==> config.mk <==
export PLATFORM = sky130hd
export DESIGN_NAME = fetcher
export DESIGN_NICKNAME = d
export VERILOG_FILES = /design/src/rtl/fetcher_pkg.sv /design/src/rtl/fetcher.sv
export SDC_FILE = /design/constraint.sdc
export NUM_CORES = 1
export LEC_CHECK = 0
export BUFFER_PORTS_ARGS = -buffer_cell sky130_fd_sc_hd__buf_2
export CAP_MARGIN = 10
export CORE_MARGIN = 10
export CORE_UTILIZATION = 30
export DETAILED_ROUTE_END_ITERATION = 6
export MAX_ROUTING_LAYER = met4
export PLACE_DENSITY = 0.63
export RECOVER_POWER = 25
export SETUP_SLACK_MARGIN = 0.15
export SYNTH_ARGS = -nofsm -noshare
export SYNTH_HDL_FRONTEND = slang
export SYNTH_SLANG_ARGS = --single-unit
==> constraint.sdc <==
create_clock -name clk -period 1.7 [get_ports clk]
set_input_delay 0.34 -clock clk [delete_from_list [all_inputs] [get_ports clk]]
set_output_delay 0.34 -clock clk [all_outputs]
set_load 0.01 [all_outputs]
==> src/rtl/fetcher_pkg.sv <==
// Shared encodings for the fetch stage: scheduler states, fetcher states and the NOP word.
// Also holds the sizing helper for the fetch wait counter.
package fetcher_pkg;

  localparam logic [2:0] CORE_IDLE   = 3'b000;
  localparam logic [2:0] CORE_FETCH  = 3'b001;
  localparam logic [2:0] CORE_DECODE = 3'b010;

  typedef enum logic [2:0] {
    FETCHER_IDLE       = 3'b000,
    FETCHER_REQUESTING = 3'b001,
    FETCHER_FETCHED    = 3'b010
  } fetcher_state_t;

  localparam logic [15:0] NOP_INSTRUCTION = 16'h0000;

  // A disabled timeout (0) still needs a 1-bit counter so the declaration stays legal.
  function automatic int wait_counter_width(input int timeout_cycles);
    return (timeout_cycles > 0) ? $clog2(timeout_cycles + 1) : 1;
  endfunction

endpackage

==> src/rtl/fetcher.sv <==
// Instruction fetch stage: requests the word at current_pc over valid/ready, holds it for decode,
// and substitutes a NOP plus fetch_error if the memory does not answer within TIMEOUT_CYCLES.
module fetcher
  import fetcher_pkg::*;
#(
  parameter int PROGRAM_MEM_ADDR_BITS = 8,
  parameter int PROGRAM_MEM_DATA_BITS = 16,
  parameter int TIMEOUT_CYCLES        = 255
) (
  input  logic                             clk,
  input  logic                             reset,
  input  logic [2:0]                       core_state,
  input  logic [PROGRAM_MEM_ADDR_BITS-1:0] current_pc,
  output logic                             mem_read_valid,
  output logic [PROGRAM_MEM_ADDR_BITS-1:0] mem_read_address,
  input  logic                             mem_read_ready,
  input  logic [PROGRAM_MEM_DATA_BITS-1:0] mem_read_data,
  output logic [2:0]                       fetcher_state,
  output logic [PROGRAM_MEM_DATA_BITS-1:0] instruction,
  output logic                             fetch_error
);

  localparam int CW = wait_counter_width(TIMEOUT_CYCLES);
  localparam bit TIMEOUT_EN = (TIMEOUT_CYCLES > 0);
  localparam logic [CW-1:0] LAST_WAIT = CW'((TIMEOUT_CYCLES > 0) ? TIMEOUT_CYCLES - 1 : 0);
  localparam logic [PROGRAM_MEM_DATA_BITS-1:0] NOP_WORD = PROGRAM_MEM_DATA_BITS'(NOP_INSTRUCTION);

  fetcher_state_t                   state, state_next;
  logic [CW-1:0]                    wait_count, wait_count_next;
  logic                             valid_next;
  logic [PROGRAM_MEM_ADDR_BITS-1:0] address_next;
  logic [PROGRAM_MEM_DATA_BITS-1:0] instruction_next;
  logic                             error_next;
  logic                             timed_out;

  // The counter stops at LAST_WAIT because that cycle always leaves REQUESTING, so it never wraps.
  assign timed_out     = TIMEOUT_EN && (wait_count == LAST_WAIT);
  assign fetcher_state = state;

  always_ff @(posedge clk or negedge reset) begin
    if (!reset) begin
      state            <= FETCHER_IDLE;
      wait_count       <= '0;
      mem_read_valid   <= 1'b0;
      mem_read_address <= '0;
      instruction      <= '0;
      fetch_error      <= 1'b0;
    end else begin
      state            <= state_next;
      wait_count       <= wait_count_next;
      mem_read_valid   <= valid_next;
      mem_read_address <= address_next;
      instruction      <= instruction_next;
      fetch_error      <= error_next;
    end
  end

  always_comb begin
    state_next = state;
    case (state)
      FETCHER_IDLE:       if (core_state == CORE_FETCH) state_next = FETCHER_REQUESTING;
      FETCHER_REQUESTING: if (mem_read_ready || timed_out) state_next = FETCHER_FETCHED;
      FETCHER_FETCHED:    if (core_state == CORE_DECODE) state_next = FETCHER_IDLE;
      default:            state_next = FETCHER_IDLE;
    endcase
  end

  // Ready wins over timeout; core_state is ignored once a request is in flight.
  always_comb begin
    wait_count_next  = wait_count;
    valid_next       = mem_read_valid;
    address_next     = mem_read_address;
    instruction_next = instruction;
    error_next       = fetch_error;
    case (state)
      FETCHER_IDLE: begin
        if (core_state == CORE_FETCH) begin
          valid_next      = 1'b1;
          address_next    = current_pc;
          wait_count_next = '0;
          error_next      = 1'b0;
        end
      end
      FETCHER_REQUESTING: begin
        if (mem_read_ready) begin
          instruction_next = mem_read_data;
          valid_next       = 1'b0;
        end else if (timed_out) begin
          instruction_next = NOP_WORD;
          error_next       = 1'b1;
          valid_next       = 1'b0;
        end else begin
          wait_count_next = wait_count + CW'(1);
        end
      end
      default: begin
      end
    endcase
  end

endmodule
==> impl.org, run 1 <==
** STA
- The number of hold-slack violations in the final timing report came to 0.
- Worst Tran Pin Value :: 0.934 ns
- Subtracting the final worst setup slack from the clock period gives 1.54 ns.
- Setup violations remaining at the end of the flow were counted as 0.
- Fmax :: 0.649 GHz
- Post-layout worst setup margin :: 0.160 ns
- Setup repair after global routing missed its margin :: true
- Setup TNS :: 0 ns
- Max-slew violation total from the final report :: 0
- Slew HR :: 0.377
- Dividing the final minimum period by the clock period gives 0.906.
- Final hold analysis gives a worst-case slack of 0.236 ns.
- Across the routed clock network, the largest skew measured is 0.00404 ns.

** Run status
- The run finished with clean final reports.

** Die
- Die Area :: 8300 um^2
- Row generation in the floorplan step produced 25 rows.
- Pin placement for this block handled 59 I/O pins.
- In this run the horizontal extent of the chip is 91.1 um.
- The die is 91.1 um tall.
- The core region is 4820 um^2.
- Initial core utilization :: 0.315

** Finish
- Final-layout fill cell count :: 467
- Registers take 902 um^2.
- Layout overhead on the synthesized area :: 46.1%
- The multi-input combinational cells in the finished layout cover a total of 631 um^2.
- Number of inserted diodes :: 0
- In the layout the commonest cells are 56 x buf_2, 35 x dfrtp_1, 28 x nand2_1.
- After routing the design area is 2220 um^2.
- The library cell used most frequently in the layout, excluding fill and tap cells, is buf_2.
- Proportion of layout cells with a drive suffix above 1 :: 0.465
- In the final design database the tool counted 246 nets.

** Synth
- For this run, asynchronously set or reset flops after synthesis account for 1.00.
- In this run, synthesis produced a sequential element count of 36.
- After synthesis, the mean cell area works out to 11.0 um^2.
- The most used flip-flop cell after synthesis is dfrtp_1.
- Post-synthesis instance total :: 138
- The share of the Yosys chip area taken by registers is 0.594.
- The number of nets handed over by synthesis was 170.
- Count of flip-flops with a built-in enable after synthesis :: 0
- Count of synthesis-stage warnings from yosys :: 0
- Unique cell type count in the Yosys netlist :: 35
- The cell area that synthesis handed to floorplanning was 1520 um^2.

** Routing
- DR pass1 iterations :: 4
- Final ANT Viol Nets :: 0
- The final layout contains routed wiring with a total length of 4320 um.
- Initial DRC Count :: 126
- After detailed routing, the number of remaining DRC violations is 0.
- Dividing the detail-routed wire length by the instance count gives 15.3 um.
- Detailed routing inserted a total of 1316 vias.
- Number of vias per cell after detailed routing :: 4.67

** Critical path
- Setup crit start kind :: flop
- WP buf/inv :: 0
- List of cells traversed by the critical path :: nand2b_4 > or4_4 > o311ai_1 > o31ai_1
- CP Max Fanout :: 5
- The largest single stage delay on the critical path is 0.55 ns.
- Counting buffers and inverters, the worst setup path is 4 cells deep.
- Critical Path End Type :: flop
- Kind of cell adding the most delay to the critical path :: simple AND/OR/NAND/NOR gates
- Number of cells on the worst reg-to-reg path :: 4
- For this design, the slowest cell found on the critical path is or4_4.
- Setup Crit Path Kind :: flop to flop
- Data on the critical path is required at its endpoint by 1.85 ns.
- Arrival time at the worst endpoint :: 1.69 ns

** Clocking
- Clock tree buffer depth :: 2
- CTS sink cnt :: 36
- Counting the buffers created by CTS gives 5.
- CTS H-tree depth :: 2
- The root buffer cell chosen for the clock tree is clkbuf_8.
- Insertion delay to the later sink of the worst-skew pair :: 0.29 ns
- Clock-pin slew was measured on the worst setup and hold paths at 0.07 ns.
- TritonCTS built the clock tree.

** Power and ir drop
- Logic gate share of total power :: 0.355
- Fraction of power consumed by the clock network :: 0.205
- Largest vdd supply drop :: 0.000664 V
- In this run the power density over the cells is 1420 nW/um^2.
- Switch Pwr :: 1.08 mW
- Leakage power :: 1.13 nW
- Net Sw Frac :: 0.343
- Power share of the sequential group :: 0.440
- Internal power consumption :: 2.07 mW
- Total power for the finished layout comes to 3.16 mW.

** Min path
- Number of cells on the worst hold path :: 3
- The path class of the tightest hold or removal check is primary input to flop.

** Run
- Max-cap violations in this run came to 0.

** Placement
- In this run the cell area measured after placement is 1970 um^2.
- Input and output buffers added on the ports amount to 57.
- RePlAce Congestion :: 0.733
- Worst slack at placement :: 0.0423 ns
- DP HPWL :: 3020 um

** Global route
- Wire length of the first global-routing pass :: 6870 um
- The number of antenna violations at the first check in global routing was 0.
- The number of global-route vias before repair is 1388.
- Across every metal layer, demand over resource in global routing totals 0.104.
- The total overflow left after global routing is 0.
- Entering global routing, the biggest net connects 22 pins.
## power by group through the flow
stage / clock [mW] / combinational, mW / sequential [mW]
after floorplan: 0 / 0.367 / 1.53
after global placement: 0 / 1.04 / 1.38
after detailed placement: 0 / 1.07 / 1.38
after CTS: 0.664 / 1.09 / 1.38
after global routing: 0.713 / 1.23 / 1.42
final: 0.648 / 1.12 / 1.39
## per-stage QoR
stage,util,cells
finish,0.460,282
global route,0.460,282
CTS,0.440,279
detailed placement,0.409,265
global placement,0.409,265
floorplan,-,138
## flip-flops by register name, summed over array words and instances, names as in the netlist
register          flops
wait_count            8
mem_read_valid        1
fetch_error           1
instruction          16
mem_read_address      8
fetcher_state         2
## logic make-up (layout without fill, tap and decap cells)
kind of cell / count (synthesis) / after routing / synth area share
compound gates: 31 / 31 / 0.158
mux: 1 / 1 / 0.00660
xor+xnor: 1 / 1 / 0.00578
flops: 36 / 36 / 0.594
other cells: 1 / 1 / 0.00247
buf+inv: 8 / 85 / 0.0256
fa+ha+maj: 2 / 2 / 0.0165
simple gates: 58 / 58 / 0.191
## worst register-to-register path, cell delays in order, from the launching register on
cell and delay (ns):
dfrtp_1 0.42, nand2b_4 0.15, or4_4 0.55, o311ai_1 0.14, o31ai_1 0.14
## timing repair
item                                   CTS  global route
buffers inserted                         5             2
hold buffers                             1             0
cloned                                   0             1
pin swaps                                1             8
setup endpoints to repair               29            27
gates resized for setup                  2            20
endpoints found under the hold margin   15             0
## worst paths after layout
| kind | startpoint | to | slack [ns] |
|---|---|---|---|
| max | fetcher_state[0]$_DFFE_PN0P_ | wait_count[5]$_DFFE_PN0P_ | 0.16 |
| min | current_pc[5] | mem_read_address[5]$_DFFE_PN0P_ | 0.24 |
| max reg2reg | fetcher_state[0]$_DFFE_PN0P_ | wait_count[5]$_DFFE_PN0P_ | 0.16 |
| min reg2reg | mem_read_address[1]$_DFFE_PN0P_ | mem_read_address[1]$_DFFE_PN0P_ | 0.47 |
| max in group asynchronous | reset | fetcher_state[1]$_DFFE_PN0P_ | 0.37 |
| min in group asynchronous | reset | instruction[5]$_DFFE_PN0P_ | 0.70 |
## metal layers
layer  vias up  GRT usage  part of all wire
li1        640          -                 -
met1       632      0.118              0.43
met2        33      0.171              0.53
met3        11     0.0247             0.023
met4         0     0.0483             0.025
met5         -          -                 0
## cell usage after synthesis, types with 2 or more instances
cell	n	area share
dfrtp_1	36	0.59
nand2_1	32	0.079
a22o_1	16	0.092
nand3_1	5	0.016
nor2_1	5	0.012
o21ai_0	5	0.016
buf_2	4	0.013
o211ai_1	3	0.015
clkbuf_1	2	0.0050
ha_1	2	0.016
nand2b_1	2	0.0082
nand3b_1	2	0.0099
or4_1	2	0.0099
## cell type report
type,instances,area share
flip-flops and latches,36,0.407
multi-input cells,94,0.285
repair buffers,76,0.225
well taps,67,0.0378
clock buffers,6,0.0373
clock inverters,2,0.00621
inverters,1,0.00169
Power figures use the tool's default switching activity.
==> run 2, diff against run 1 <==
--- a/config.mk
+++ b/config.mk
@@ -10,7 +10,6 @@
 export CORE_MARGIN = 10
 export CORE_UTILIZATION = 30
 export DETAILED_ROUTE_END_ITERATION = 6
-export MAX_ROUTING_LAYER = met4
 export PLACE_DENSITY = 0.63
 export RECOVER_POWER = 25
 export SETUP_SLACK_MARGIN = 0.15
==> impl.org, run 2 (synthesized netlist as in run 1, its figures left out) <==
** Run status
- Result of the run :: finished, final reports clean

** Power and ir drop
- The internal power consumption was 2.07 mW (unchanged).
- P per Cell Area :: 1420 nW/um^2 (about the same)
- The peak supply drop is 0.000666 V (+0.33%).
- The total leakage power is 1.13 nW (unchanged).
- Final Total Pwr :: 3.15 mW (about the same)
- Power share of the sequential group :: 0.440 (about the same)
- The proportion of total power due to net switching came to 0.343 (about the same).
- The part of the power in the clock network is 0.205 (about the same).
- Logic gate share of total power :: 0.355 (about the same)
- The switching component of the power was 1.08 mW (-0.13%).

** Placement
- RePlAce Congestion :: 0.724 (-1.2%)
- The number of cells in the design after placement came to 265 (unchanged).
- Post-detailed-placement cell area :: 1970 um^2 (unchanged)
- DP HPWL :: 3020 um (unchanged)
- The post-place setup slack came to 0.0423 ns (unchanged).
- PortBufs :: 57 (unchanged)

** Finish
- Proportion of layout cells with a drive suffix above 1 :: 0.465 (unchanged)
- Max reg flops :: 16 (unchanged)
- Number of inserted diodes :: 0 (unchanged)
- The combined area of the multi-input logic cells is 631 um^2 (unchanged).
- The end-of-flow core utilization is 0.460 (unchanged).
- Layout overhead on the synthesized area :: 46.1% (unchanged)
- In the final layout, the registers with the most flip-flops are instruction x16, mem_read_address x8, wait_count x8.
- Leading cell types in the layout, fill and taps excluded :: 56 x buf_2, 35 x dfrtp_1, 28 x nand2_1
- The final-layout fill cell count was 467 (unchanged).
- The footprint of the flip-flops and latches came to 902 um^2 (unchanged).
- Biggest register :: instruction
- Leaving out fill and tap cells, the most frequent cell in the layout is buf_2.
- Fin area :: 2220 um^2 (unchanged)
- Net count reported at finish :: 246 (unchanged)
- Non-filler cells, final :: 282 (unchanged)

** Routing
- The total via count after detailed routing came to 1314 (-0.15%).
- DRC :: 0 (unchanged)
- Initial DRC Count :: 117 (-7.1%)
- Number of vias per cell after detailed routing :: 4.66 (-0.15%)
- DR pass1 iterations :: 4 (unchanged)
- The average routed wire per standard cell is 15.4 um (+0.21%).
- Final ANT Viol Nets :: 0 (unchanged)
- The total wire length after detailed routing came to 4330 um (+0.21%).

** Clocking
- TritonCTS buffer count :: 5 (unchanged)
- The number of H-tree levels came to 2 (unchanged).
- The source-to-sink clock delay at the later pin of the worst-skew pair was 0.29 ns (about the same).
- TritonCTS built the clock tree.
- Clock tree buffer depth :: 2 (unchanged)
- Clock tree synthesis selected as its root buffer the cell clkbuf_8.
- The number of sinks handled by clock tree synthesis is 36 (unchanged).
- The CTS clock-pin slew for the worst setup and hold paths came to 0.07 ns (about the same).

** Critical path
- CP Max Fanout :: 5 (unchanged)
- The data required time at the worst endpoint was 1.85 ns (about the same).
- Critical Path End Type :: flop
- Number of cells on the worst reg-to-reg path :: 4 (unchanged)
- STA classifies the critical path startpoint as a flop.
- The critical path arrival is 1.70 ns (about the same).
- The critical path is of the flop to flop type.

** STA
- The smallest hold slack was 0.235 ns (-0.000115 ns).
- The transition at the pin with the smallest max-transition slack came to 0.935 ns (+0.00110 ns).
- The clock tree skew after final layout is 0.00413 ns (+0.0000915 ns).
- Final count of hold timing violations :: 0 (unchanged)
- The final period demand of the worst path came to 1.54 ns (+0.00395 ns).
- The number of pins exceeding their max-slew limit in the final report came to 0 (unchanged).
- The final clock period utilization by the worst path came to 0.908 (+0.00233).
- Setup TNS :: 0 ns (unchanged)
- Setup repair after global routing missed its margin :: true
- The top achievable clock speed was 0.648 GHz (-0.26%).
- The number of endpoints failing setup at the final stage came to 0 (unchanged).
- Slew HR :: 0.377 (-0.000730)
- Post-layout worst setup margin :: 0.156 ns (-0.00395 ns)

** Die
- The placeable core area came to 4820 um^2 (unchanged).
- Initial core utilization :: 0.315 (unchanged)
- IO Count :: 59 (unchanged)
- Die Y-Extent :: 91.1 um (unchanged)
- Num rows :: 25 (unchanged)
- Die Wd :: 91.1 um (unchanged)
- Die Area :: 8300 um^2 (unchanged)

** Global route
- The number of global-route vias before repair came to 1389 (+0.072%).
- The maximum number of pins on one net before global-route repair is 22 (unchanged).
- The total routing usage reported by global routing was 0.101 (-0.00297).
- The number of antenna violations at the first check in global routing came to 0 (unchanged).
- Wire length of the first global-routing pass :: 6880 um (+0.20%)
- The sum of overflow across all layers after global routing is 0 (unchanged).

** Min path
- The path class of the tightest hold or removal check is primary input to flop.
- Number of cells on the worst hold path :: 3 (unchanged)

** Run
- Number of max-cap violations :: 0 (unchanged)
-- run 2: cell counts in the layout (fill, tap and decap cells not counted) --
Identical to the previous run, type by type.
-- run 2: critical path, cell delays in order, from the launching register on --
cell and delay, ns:
dfrtp_1 0.42, nand2b_4 0.15, or4_4 0.55, o311ai_1 0.14
o31ai_1 0.14
-- run 2: power by group through the flow --
stage | logic [mW] | clock network, mW | registers [mW]
2_1_floorplan | 0.367 | 0 | 1.53
3_3_place_gp | 1.04 | 0 | 1.38
3_5_place_dp | 1.07 | 0 | 1.38
4_1_cts | 1.09 | 0.664 | 1.38
5_1_grt | 1.23 | 0.713 | 1.42
6_report | 1.12 | 0.647 | 1.39
-- run 2: timing repair --
item | 4_1_cts | 5_1_grt
pin swaps | 1 | 8
setup buffers | 5 | 2
cloned | 0 | 1
hold buffers | 1 | 0
hold endpoints to repair | 15 | 0
setup endpoints to repair | 29 | 27
resized for setup | 2 | 20
-- run 2: final cells by class --
type / instances / area share
sequential: 36 / 0.407
multi-input combinational: 94 / 0.285
timing repair buffer: 76 / 0.225
tap: 67 / 0.0378
clock buffer: 6 / 0.0373
clock inverter: 2 / 0.00621
inverter: 1 / 0.00169
-- run 2: worst paths after layout --
path,from,slack (ns),to
setup / recovery,fetcher_state[0]$_DFFE_PN0P_,0.16,wait_count[5]$_DFFE_PN0P_
hold / removal,current_pc[5],0.24,mem_read_address[5]$_DFFE_PN0P_
setup reg to reg,fetcher_state[0]$_DFFE_PN0P_,0.16,wait_count[5]$_DFFE_PN0P_
hold reg to reg,mem_read_address[1]$_DFFE_PN0P_,0.47,mem_read_address[1]$_DFFE_PN0P_
max in group asynchronous,reset,0.37,fetcher_state[1]$_DFFE_PN0P_
min in group asynchronous,reset,0.70,instruction[5]$_DFFE_PN0P_
-- run 2: layer usage --
| metal | GRT usage | routed length, um |
|---|---|---|
| met1 | 0.113 | 1750 |
| met2 | 0.171 | 2280 |
| met3 | 0.0329 | 186 |
| met4 | 0.0483 | 114 |
| met5 | 0 | 0 |
